File: src/rtl/matrix_div_pkg.sv
// Shared types and saturation helpers for the matrix row divider.
package matrix_div_pkg;

  typedef enum logic [2:0] {
    STATE_IDLE = 3'd0,
    STATE_LOAD = 3'd1,
    STATE_DIV  = 3'd2,
    STATE_OUT  = 3'd3,
    STATE_DONE = 3'd4
  } state_e;

  localparam logic [2:0] ST_IDLE = STATE_IDLE;
  localparam logic [2:0] ST_LOAD = STATE_LOAD;
  localparam logic [2:0] ST_DIV  = STATE_DIV;
  localparam logic [2:0] ST_OUT  = STATE_OUT;
  localparam logic [2:0] ST_DONE = STATE_DONE;

  typedef enum logic {
    ROUND_TRUNC     = 1'b0,
    ROUND_HALF_AWAY = 1'b1
  } round_mode_e;

  function automatic longint sat_max(input int width);
    return (64'sd1 <<< (width - 1)) - 64'sd1;
  endfunction

  function automatic longint sat_min(input int width);
    return -(64'sd1 <<< (width - 1));
  endfunction

endpackage

File: src/rtl/matrix_row_divider_if.sv
// Job control and row streaming bus between a row producer/consumer and the divider.
interface matrix_row_divider_if #(
  parameter int ROWS          = 3,
  parameter int COLS          = 3,
  parameter int WIDTH         = 16,
  parameter int DIVISOR_WIDTH = 8
);
  localparam int IDX_W = (ROWS > 1) ? $clog2(ROWS) : 1;

  logic                            start;
  logic signed [DIVISOR_WIDTH-1:0] divisor;
  logic                            round_mode;
  logic                            in_valid;
  logic                            in_ready;
  logic [COLS-1:0][WIDTH-1:0]      in_row;
  logic                            out_valid;
  logic                            out_ready;
  logic [COLS-1:0][WIDTH-1:0]      out_row;
  logic [IDX_W-1:0]                out_row_idx;
  logic                            out_last;
  logic                            done;
  logic                            busy;
  logic                            div_by_zero;

  modport slave (
    input  start, divisor, round_mode, in_valid, in_row, out_ready,
    output in_ready, out_valid, out_row, out_row_idx, out_last, done, busy, div_by_zero
  );

  modport master (
    output start, divisor, round_mode, in_valid, in_row, out_ready,
    input  in_ready, out_valid, out_row, out_row_idx, out_last, done, busy, div_by_zero
  );
endinterface

File: src/rtl/matrix_row_divider_div_lane.sv
// One element lane: restoring divide on magnitudes, then sign, rounding and saturation.
module div_lane
  import matrix_div_pkg::*;
#(
  parameter int WIDTH         = 16,
  parameter int DIVISOR_WIDTH = 8
) (
  input  logic                            clk,
  input  logic                            reset,
  input  logic                            load,
  input  logic                            step,
  input  logic                            fix,
  input  logic signed [WIDTH-1:0]         dividend,
  input  logic signed [DIVISOR_WIDTH-1:0] divisor,
  input  logic                            round_mode,
  output logic signed [WIDTH-1:0]         result
);
  localparam int DW = DIVISOR_WIDTH;
  localparam logic signed [WIDTH-1:0] MAX_V = WIDTH'(sat_max(WIDTH));
  localparam logic signed [WIDTH-1:0] MIN_V = WIDTH'(sat_min(WIDTH));
  localparam logic [WIDTH:0] NEG_LIMIT = (WIDTH+1)'(1) << (WIDTH - 1);
  localparam logic [WIDTH:0] POS_LIMIT = NEG_LIMIT - (WIDTH+1)'(1);

  logic [WIDTH-1:0]        quo_r;
  logic [DW-1:0]           rem_r;
  logic                    neg_r;
  logic signed [WIDTH-1:0] result_r;

  logic [DW-1:0]           dmag_s;
  logic [WIDTH-1:0]        amag_s;
  logic [DW:0]             shifted_s;
  logic [DW-1:0]           diff_s;
  logic                    ge_s;
  logic                    round_up_s;
  logic [WIDTH:0]          mag_s;
  logic signed [WIDTH-1:0] fixed_s;

  // Magnitudes, one restoring step, and the final signed/saturated quotient.
  always_comb begin
    dmag_s     = divisor[DW-1] ? DW'(-divisor) : DW'(divisor);
    amag_s     = dividend[WIDTH-1] ? WIDTH'(-dividend) : WIDTH'(dividend);
    shifted_s  = {rem_r, quo_r[WIDTH-1]};
    ge_s       = (shifted_s >= {1'b0, dmag_s});
    diff_s     = shifted_s[DW-1:0] - dmag_s;
    round_up_s = (round_mode == ROUND_HALF_AWAY) && ({rem_r, 1'b0} >= {1'b0, dmag_s});
    mag_s      = {1'b0, quo_r} + (WIDTH+1)'(round_up_s);
    fixed_s    = {WIDTH{1'b0}};
    if (dmag_s == {DW{1'b0}}) begin
      fixed_s = neg_r ? MIN_V : MAX_V;
    end else if (neg_r ^ divisor[DW-1]) begin
      // A magnitude of exactly 2^(WIDTH-1) still negates cleanly to MIN.
      fixed_s = (mag_s > NEG_LIMIT) ? MIN_V : WIDTH'(-mag_s[WIDTH-1:0]);
    end else begin
      fixed_s = (mag_s > POS_LIMIT) ? MAX_V : mag_s[WIDTH-1:0];
    end
  end

  // Lane state: capture the dividend, shift out one quotient bit per step, register result.
  always_ff @(posedge clk) begin
    if (reset) begin
      quo_r    <= {WIDTH{1'b0}};
      rem_r    <= {DW{1'b0}};
      neg_r    <= 1'b0;
      result_r <= {WIDTH{1'b0}};
    end else if (load) begin
      quo_r <= amag_s;
      rem_r <= {DW{1'b0}};
      neg_r <= dividend[WIDTH-1];
    end else if (step) begin
      rem_r <= ge_s ? diff_s : shifted_s[DW-1:0];
      quo_r <= {quo_r[WIDTH-2:0], ge_s};
    end else if (fix) begin
      result_r <= fixed_s;
    end
  end

  assign result = result_r;
endmodule

File: src/rtl/matrix_row_divider.sv
// Divides each row of a ROWS x COLS matrix by one signed divisor, one row at a time.
module matrix_row_divider
  import matrix_div_pkg::*;
#(
  parameter int ROWS          = 3,
  parameter int COLS          = 3,
  parameter int WIDTH         = 16,
  parameter int DIVISOR_WIDTH = 8
) (
  input logic                  clk,
  input logic                  reset,
  matrix_row_divider_if.slave  bus
);
  localparam int IDX_W  = (ROWS > 1) ? $clog2(ROWS) : 1;
  localparam int STEP_W = $clog2(WIDTH + 1);
  localparam logic [IDX_W-1:0]  LAST_IDX = IDX_W'(ROWS - 1);
  localparam logic [STEP_W-1:0] FIX_STEP = STEP_W'(WIDTH);

  logic [2:0]                      state_r;
  logic [IDX_W-1:0]                row_idx_r;
  logic [IDX_W-1:0]                out_row_idx_r;
  logic [STEP_W-1:0]               step_r;
  logic signed [DIVISOR_WIDTH-1:0] divisor_r;
  logic                            mode_r;
  logic                            dbz_r;
  logic                            in_ready_r;
  logic                            out_valid_r;
  logic                            out_last_r;
  logic                            done_r;
  logic                            busy_r;

  logic                            in_fire_s;
  logic                            lane_step_s;
  logic                            lane_fix_s;
  logic signed [WIDTH-1:0]         lane_result_s [COLS];

  assign in_fire_s   = bus.in_valid & in_ready_r;
  assign lane_step_s = (state_r == ST_DIV) && (step_r != FIX_STEP);
  assign lane_fix_s  = (state_r == ST_DIV) && (step_r == FIX_STEP);

  // Job sequencing: accept start, stream rows through the lanes, signal completion.
  always_ff @(posedge clk) begin
    if (reset) begin
      state_r       <= ST_IDLE;
      row_idx_r     <= {IDX_W{1'b0}};
      out_row_idx_r <= {IDX_W{1'b0}};
      step_r        <= {STEP_W{1'b0}};
      divisor_r     <= {DIVISOR_WIDTH{1'b0}};
      mode_r        <= 1'b0;
      dbz_r         <= 1'b0;
      in_ready_r    <= 1'b0;
      out_valid_r   <= 1'b0;
      out_last_r    <= 1'b0;
      done_r        <= 1'b0;
      busy_r        <= 1'b0;
    end else begin
      case (state_r)
        ST_IDLE: begin
          done_r <= 1'b0;
          if (bus.start) begin
            divisor_r  <= bus.divisor;
            mode_r     <= bus.round_mode;
            dbz_r      <= (bus.divisor == {DIVISOR_WIDTH{1'b0}});
            row_idx_r  <= {IDX_W{1'b0}};
            in_ready_r <= 1'b1;
            busy_r     <= 1'b1;
            state_r    <= ST_LOAD;
          end
        end
        ST_LOAD: begin
          if (in_fire_s) begin
            in_ready_r <= 1'b0;
            step_r     <= {STEP_W{1'b0}};
            state_r    <= ST_DIV;
          end
        end
        ST_DIV: begin
          // WIDTH shift steps, then the fix-up cycle lands the result with out_valid.
          if (step_r == FIX_STEP) begin
            out_valid_r   <= 1'b1;
            out_row_idx_r <= row_idx_r;
            out_last_r    <= (row_idx_r == LAST_IDX);
            state_r       <= ST_OUT;
          end else begin
            step_r <= step_r + STEP_W'(1);
          end
        end
        ST_OUT: begin
          if (bus.out_ready) begin
            out_valid_r <= 1'b0;
            out_last_r  <= 1'b0;
            if (row_idx_r == LAST_IDX) begin
              done_r  <= 1'b1;
              state_r <= ST_DONE;
            end else begin
              row_idx_r  <= row_idx_r + IDX_W'(1);
              in_ready_r <= 1'b1;
              state_r    <= ST_LOAD;
            end
          end
        end
        ST_DONE: begin
          done_r  <= 1'b0;
          busy_r  <= 1'b0;
          state_r <= ST_IDLE;
        end
        default: begin
          in_ready_r  <= 1'b0;
          out_valid_r <= 1'b0;
          out_last_r  <= 1'b0;
          done_r      <= 1'b0;
          busy_r      <= 1'b0;
          state_r     <= ST_IDLE;
        end
      endcase
    end
  end

  for (genvar c = 0; c < COLS; c++) begin : g_lane
    div_lane #(
      .WIDTH         (WIDTH),
      .DIVISOR_WIDTH (DIVISOR_WIDTH)
    ) u_lane (
      .clk        (clk),
      .reset      (reset),
      .load       (in_fire_s),
      .step       (lane_step_s),
      .fix        (lane_fix_s),
      .dividend   (bus.in_row[c]),
      .divisor    (divisor_r),
      .round_mode (mode_r),
      .result     (lane_result_s[c])
    );
    assign bus.out_row[c] = lane_result_s[c];
  end

  assign bus.in_ready    = in_ready_r;
  assign bus.out_valid   = out_valid_r;
  assign bus.out_row_idx = out_row_idx_r;
  assign bus.out_last    = out_last_r;
  assign bus.done        = done_r;
  assign bus.busy        = busy_r;
  assign bus.div_by_zero = dbz_r;
endmodule

File: src/flat_wrapper.sv
// flat-port wrapper written by rule: the top's interface ports become plain ports
module matrix_row_divider_flat import matrix_div_pkg::*;
#(
  parameter int ROWS          = 3,
  parameter int COLS          = 3,
  parameter int WIDTH         = 16,
  parameter int DIVISOR_WIDTH = 8
)
  (clk, reset, bus_start, bus_divisor, bus_round_mode, bus_in_valid, bus_in_row, bus_out_ready, bus_in_ready, bus_out_valid, bus_out_row, bus_out_row_idx, bus_out_last, bus_done, bus_busy, bus_div_by_zero);
  matrix_row_divider_if #(.ROWS(ROWS), .COLS(COLS), .WIDTH(WIDTH), .DIVISOR_WIDTH(DIVISOR_WIDTH)) bus_i ();
  input logic clk;
  input logic reset;
  input wire logic [$bits(bus_i.start)-1:0] bus_start;
  input wire logic [$bits(bus_i.divisor)-1:0] bus_divisor;
  input wire logic [$bits(bus_i.round_mode)-1:0] bus_round_mode;
  input wire logic [$bits(bus_i.in_valid)-1:0] bus_in_valid;
  input wire logic [$bits(bus_i.in_row)-1:0] bus_in_row;
  input wire logic [$bits(bus_i.out_ready)-1:0] bus_out_ready;
  output wire logic [$bits(bus_i.in_ready)-1:0] bus_in_ready;
  output wire logic [$bits(bus_i.out_valid)-1:0] bus_out_valid;
  output wire logic [$bits(bus_i.out_row)-1:0] bus_out_row;
  output wire logic [$bits(bus_i.out_row_idx)-1:0] bus_out_row_idx;
  output wire logic [$bits(bus_i.out_last)-1:0] bus_out_last;
  output wire logic [$bits(bus_i.done)-1:0] bus_done;
  output wire logic [$bits(bus_i.busy)-1:0] bus_busy;
  output wire logic [$bits(bus_i.div_by_zero)-1:0] bus_div_by_zero;
  assign bus_i.start = bus_start;
  assign bus_i.divisor = bus_divisor;
  assign bus_i.round_mode = bus_round_mode;
  assign bus_i.in_valid = bus_in_valid;
  assign bus_i.in_row = bus_in_row;
  assign bus_i.out_ready = bus_out_ready;
  assign bus_in_ready = bus_i.in_ready;
  assign bus_out_valid = bus_i.out_valid;
  assign bus_out_row = bus_i.out_row;
  assign bus_out_row_idx = bus_i.out_row_idx;
  assign bus_out_last = bus_i.out_last;
  assign bus_done = bus_i.done;
  assign bus_busy = bus_i.busy;
  assign bus_div_by_zero = bus_i.div_by_zero;
  matrix_row_divider #(.ROWS(ROWS), .COLS(COLS), .WIDTH(WIDTH), .DIVISOR_WIDTH(DIVISOR_WIDTH)) u_core (.clk(clk), .reset(reset), .bus(bus_i));
endmodule
File: config.mk
export PLATFORM = sky130hd
export DESIGN_NAME = matrix_row_divider_flat
export DESIGN_NICKNAME = d
export VERILOG_FILES = /design/src/rtl/matrix_div_pkg.sv /design/src/rtl/matrix_row_divider_if.sv /design/src/rtl/matrix_row_divider_div_lane.sv /design/src/rtl/matrix_row_divider.sv /design/src/flat_wrapper.sv
export SDC_FILE = /design/constraint.sdc
export NUM_CORES = 1
export LEC_CHECK = 0
export ABC_AREA = 1
export ABC_CLOCK_PERIOD_IN_PS = 5550
export CAP_MARGIN = 20
export CORE_AREA = 2 2 183 185
export DETAILED_ROUTE_END_ITERATION = 8
export DIE_AREA = 0 0 185 187
export PLACE_DENSITY_LB_ADDON = 0.3
export SLEW_MARGIN = 25
export SYNTH_ARGS = -nofsm -noshare
export SYNTH_HDL_FRONTEND = slang
export SYNTH_HIERARCHICAL = 1
export SYNTH_SLANG_ARGS = --single-unit
File: constraint.sdc
create_clock -name clk -period 5.55 [get_ports clk]
set_input_delay 0.8325 -clock clk [delete_from_list [all_inputs] [get_ports clk]]
set_output_delay 0.8325 -clock clk [all_outputs]
set_load 0.005 [all_outputs]
==> impl_metrics.env, run 1 <==
export IMPL_status="complete, no violations"
export IMPL_num_nets_final=2384
export IMPL_cts_tree="done"
export IMPL_dp_hpwl_um=29300
export IMPL_die_h_um=187
export IMPL_routed_via_density=5.21
export IMPL_cts_sink_count=150
export IMPL_critical_path_max_stage_delay_ns=0.41
export IMPL_avgSynthCellArea_um2=6.04
export IMPL_synth_edf_count=0
export IMPL_htreeDepth=4
export IMPL_cp_top_family="simple AND/OR/NAND/NOR gates"
export IMPL_cts_made_buffers=17
export IMPL_num_vias=14300
export IMPL_slew_violations=0
export IMPL_cts_clk_slew_worst_paths_ns=0.07
export IMPL_port_buffers=117
export IMPL_critPathKind="flip-flop to flip-flop"
export IMPL_yosysSeqAreaShare_pct=22.7
export IMPL_required_ns=5.92
export IMPL_grt_ovfl_total=0
export IMPL_synth_seq_cells=150
export IMPL_synth_flop_cell="dfxtp_1"
export IMPL_whs_ns=0.466
export IMPL_synth_top_area_share_pct=22.7
export IMPL_synth_most_common_cell="nand2_1"
export IMPL_worst_setup_path_start_kind="flip-flop"
export IMPL_drt_total_wl_um=38300
export IMPL_p_per_area_nw_per_um2=573
export IMPL_drt_iter0_drc=1178
export IMPL_syn_inst=2190
export IMPL_fin_crit_ns=4.99
export IMPL_core_area_um2=32900
export IMPL_rows=67
export IMPL_grt_use_total_pct=22.4
export IMPL_max_slew_margin_rel_pct=37.2
export IMPL_slowest_stage="ha_1"
export IMPL_cp_num_buf_inv=7
export IMPL_ir_drop_mv=0.318
export IMPL_setup_viol=0
export IMPL_worstMarginPinSlew_ns=0.943
export IMPL_gp_congestion=0.925
export IMPL_cts_buffer_depth=2
export IMPL_dr_pass1_iters=6
export IMPL_fmax_mhz=200
export IMPL_syn_area_um2=13200
export IMPL_grt_max_degree=44
export IMPL_fp_dieW_um=185
export IMPL_p_leak_nw=6.82
export IMPL_hold_buffers=0
export IMPL_initial_core_util_pct=40.2
export IMPL_ys_top_cells_by_area="dfxtp_1, nand2_1, inv_1"
export IMPL_grt_pass1_vias=13200
export IMPL_setup_tns_ns=0
export IMPL_yosysWarnings=6
export IMPL_hp_class="flip-flop to flip-flop"
export IMPL_yosys_area_top_type="dfxtp_1"
export IMPL_ys_async_sr_fraction_pct=0
export IMPL_crit_top_cell="inv_1"
export IMPL_max_cap_violations=0
export IMPL_wl_per_cell_um=14.0
export IMPL_synthTopCellsByCount="nand2_1, inv_1, nand3_1, o21ai_0"
export IMPL_antenna_found_initial=0
export IMPL_synth_cell_types=48
export IMPL_worst_ep_arrival_time_ns=5.36
export IMPL_finalHoldViolCount=0
export IMPL_syn_to_final_growth_pct=16.4
export IMPL_rsz0062_at_grt="no"
export IMPL_fin_skew_ns=0.0125
export IMPL_fin_crit_sh_pct=89.9
export IMPL_clockRootBuffer="clkbuf_16"
export IMPL_grt_pass1_wl_um=64300
export IMPL_clock_latency_ns=0.44
export IMPL_synthesis_nets=2297
export IMPL_drive_gt1_share_pct=9.04
export IMPL_io_pins=118
export IMPL_path_max_fanout=14
export IMPL_diodes=0
export IMPL_ant_nets=0
export IMPL_endpoint_kind="flip-flop"
export IMPL_die_area_um2=34600
export IMPL_drc_errors=0
-- placed cells by master (no fill, tap or decap), types with 4 or more instances in the layout --
cell type,count
nand2_1,655
inv_1,253
nand3_1,189
o21ai_0,169
dfxtp_1,149
nor2_1,148
a21oi_1,134
clkdlybuf4s50_1,116
nand4_1,70
xor2_1,52
ha_1,42
nand2_2,41
nor2_4,22
nor3_1,22
nor2_2,20
xnor2_1,18
clkbuf_16,17
buf_4,15
o21ai_2,14
a21oi_2,13
nand2_4,12
inv_2,11
nor4_1,11
a31oi_1,11
nand3_2,8
nand3b_1,8
or2_2,7
o21ai_1,6
a221oi_1,6
inv_6,5
o221ai_1,4
-- state kept, by name (all words and copies together) (netlist names) --
name                         cells
u_core/g_lane.u_lane/quo_r      48
u_core/g_lane.u_lane/rem_r      24
u_core/bus.out_last              1
u_core/bus.out_valid             1
u_core/bus.div_by_zero           1
u_core/bus.out_row_idx           2
u_core/bus.busy                  1
u_core/step_r                    5
u_core/state_r                   3
u_core/g_lane.u_lane/result     48
u_core/divisor_r                 8
u_core/bus.in_ready              1
u_core/mode_r                    1
u_core/row_idx_r                 2
u_core/bus.done                  1
u_core/g_lane.u_lane/neg_r       3
-- where the power goes --
| group | switching [mW] | total [mW] | internal [mW] |
|---|---|---|---|
| Clock | 0.497 | 1.24 | 0.740 |
| Sequential | 0.331 | 1.66 | 1.32 |
| Combinational | 3.81 | 5.92 | 2.11 |
-- path summary, 6_finish.rpt --
path              slack [ns]  depth (start not counted)                                              end                                             from
setup / recovery        0.56                         31  u_core/g_lane[0].u_lane/result[11]$_SDFFE_PP0P_                 u_core/divisor_r[1]$_SDFFE_PP0P_
hold / removal          0.47                          2  u_core/g_lane[0].u_lane/result[15]$_SDFFE_PP0P_  u_core/g_lane[0].u_lane/result[15]$_SDFFE_PP0P_
setup reg to reg        0.56                         31  u_core/g_lane[0].u_lane/result[11]$_SDFFE_PP0P_                 u_core/divisor_r[1]$_SDFFE_PP0P_
hold reg to reg         0.47                          2  u_core/g_lane[0].u_lane/result[15]$_SDFFE_PP0P_  u_core/g_lane[0].u_lane/result[15]$_SDFFE_PP0P_
-- worst min-delay path, cell delays in order, from the launching register on --
cell and delay, ns:
dfxtp_1 0.31, nand2_1 0.06, a21oi_1 0.05
-- final cells by class --
cell class,count,area [µm²]
clock inverter,12,165
clock buffer,20,457
fill,3500,17500
timing repair buffer,132,1280
sequential,150,3000
inverter,268,1010
multi-input combinational,1708,8920
tap,448,561
-- per-stage QoR --
stage	instances	setup slack (ns)	power, mW	area (µm²)	util (%)
floorplan	2190	1.05	6.22	13200	-
global placement	2706	0.689	7.44	14800	44.9
detailed placement	2706	0.532	7.52	14800	44.9
CTS	2738	0.476	8.80	15400	46.8
global route	2738	0.0256	9.72	15400	46.8
finish	2738	0.560	8.81	15400	46.8
-- kinds of logic (layout without fill, tap and decap cells) --
family	Yosys count	in the layout	synth area share, %
flops	150	150	22.7
compound gates	369	369	15.4
buf+inv	332	432	10.0
xor+xnor	71	71	4.70
fa+ha+maj	45	45	4.43
simple gates	1223	1223	42.8
-- metal layers --
metal | vias to the layer above | part of all wire (%) | track usage, %
li1 | 7330 | - | -
met1 | 6498 | 47 | 29.9
met2 | 378 | 45 | 36.4
met3 | 57 | 5.0 | 3.37
met4 | 0 | 2.6 | 8.09
met5 | - | 0 | 0
-- timing repair --
| action | in CTS | in global routing |
|---|---|---|
| buffers inserted | 0 | 0 |
| setup endpoints to repair | 0 | 26 |
| resized for setup | 0 | 4 |
Note: power is estimated with default switching activity, not from simulation.
==> run 2: changes to the inputs <==
--- a/config.mk
+++ b/config.mk
@@ -7,7 +7,6 @@
 export LEC_CHECK = 0
 export ABC_AREA = 1
 export ABC_CLOCK_PERIOD_IN_PS = 5550
-export CAP_MARGIN = 20
 export CORE_AREA = 2 2 183 185
 export DETAILED_ROUTE_END_ITERATION = 8
 export DIE_AREA = 0 0 185 187
==> results of run 2 <==
No change in the layout: final DEF, timing and power equal those of run 1.
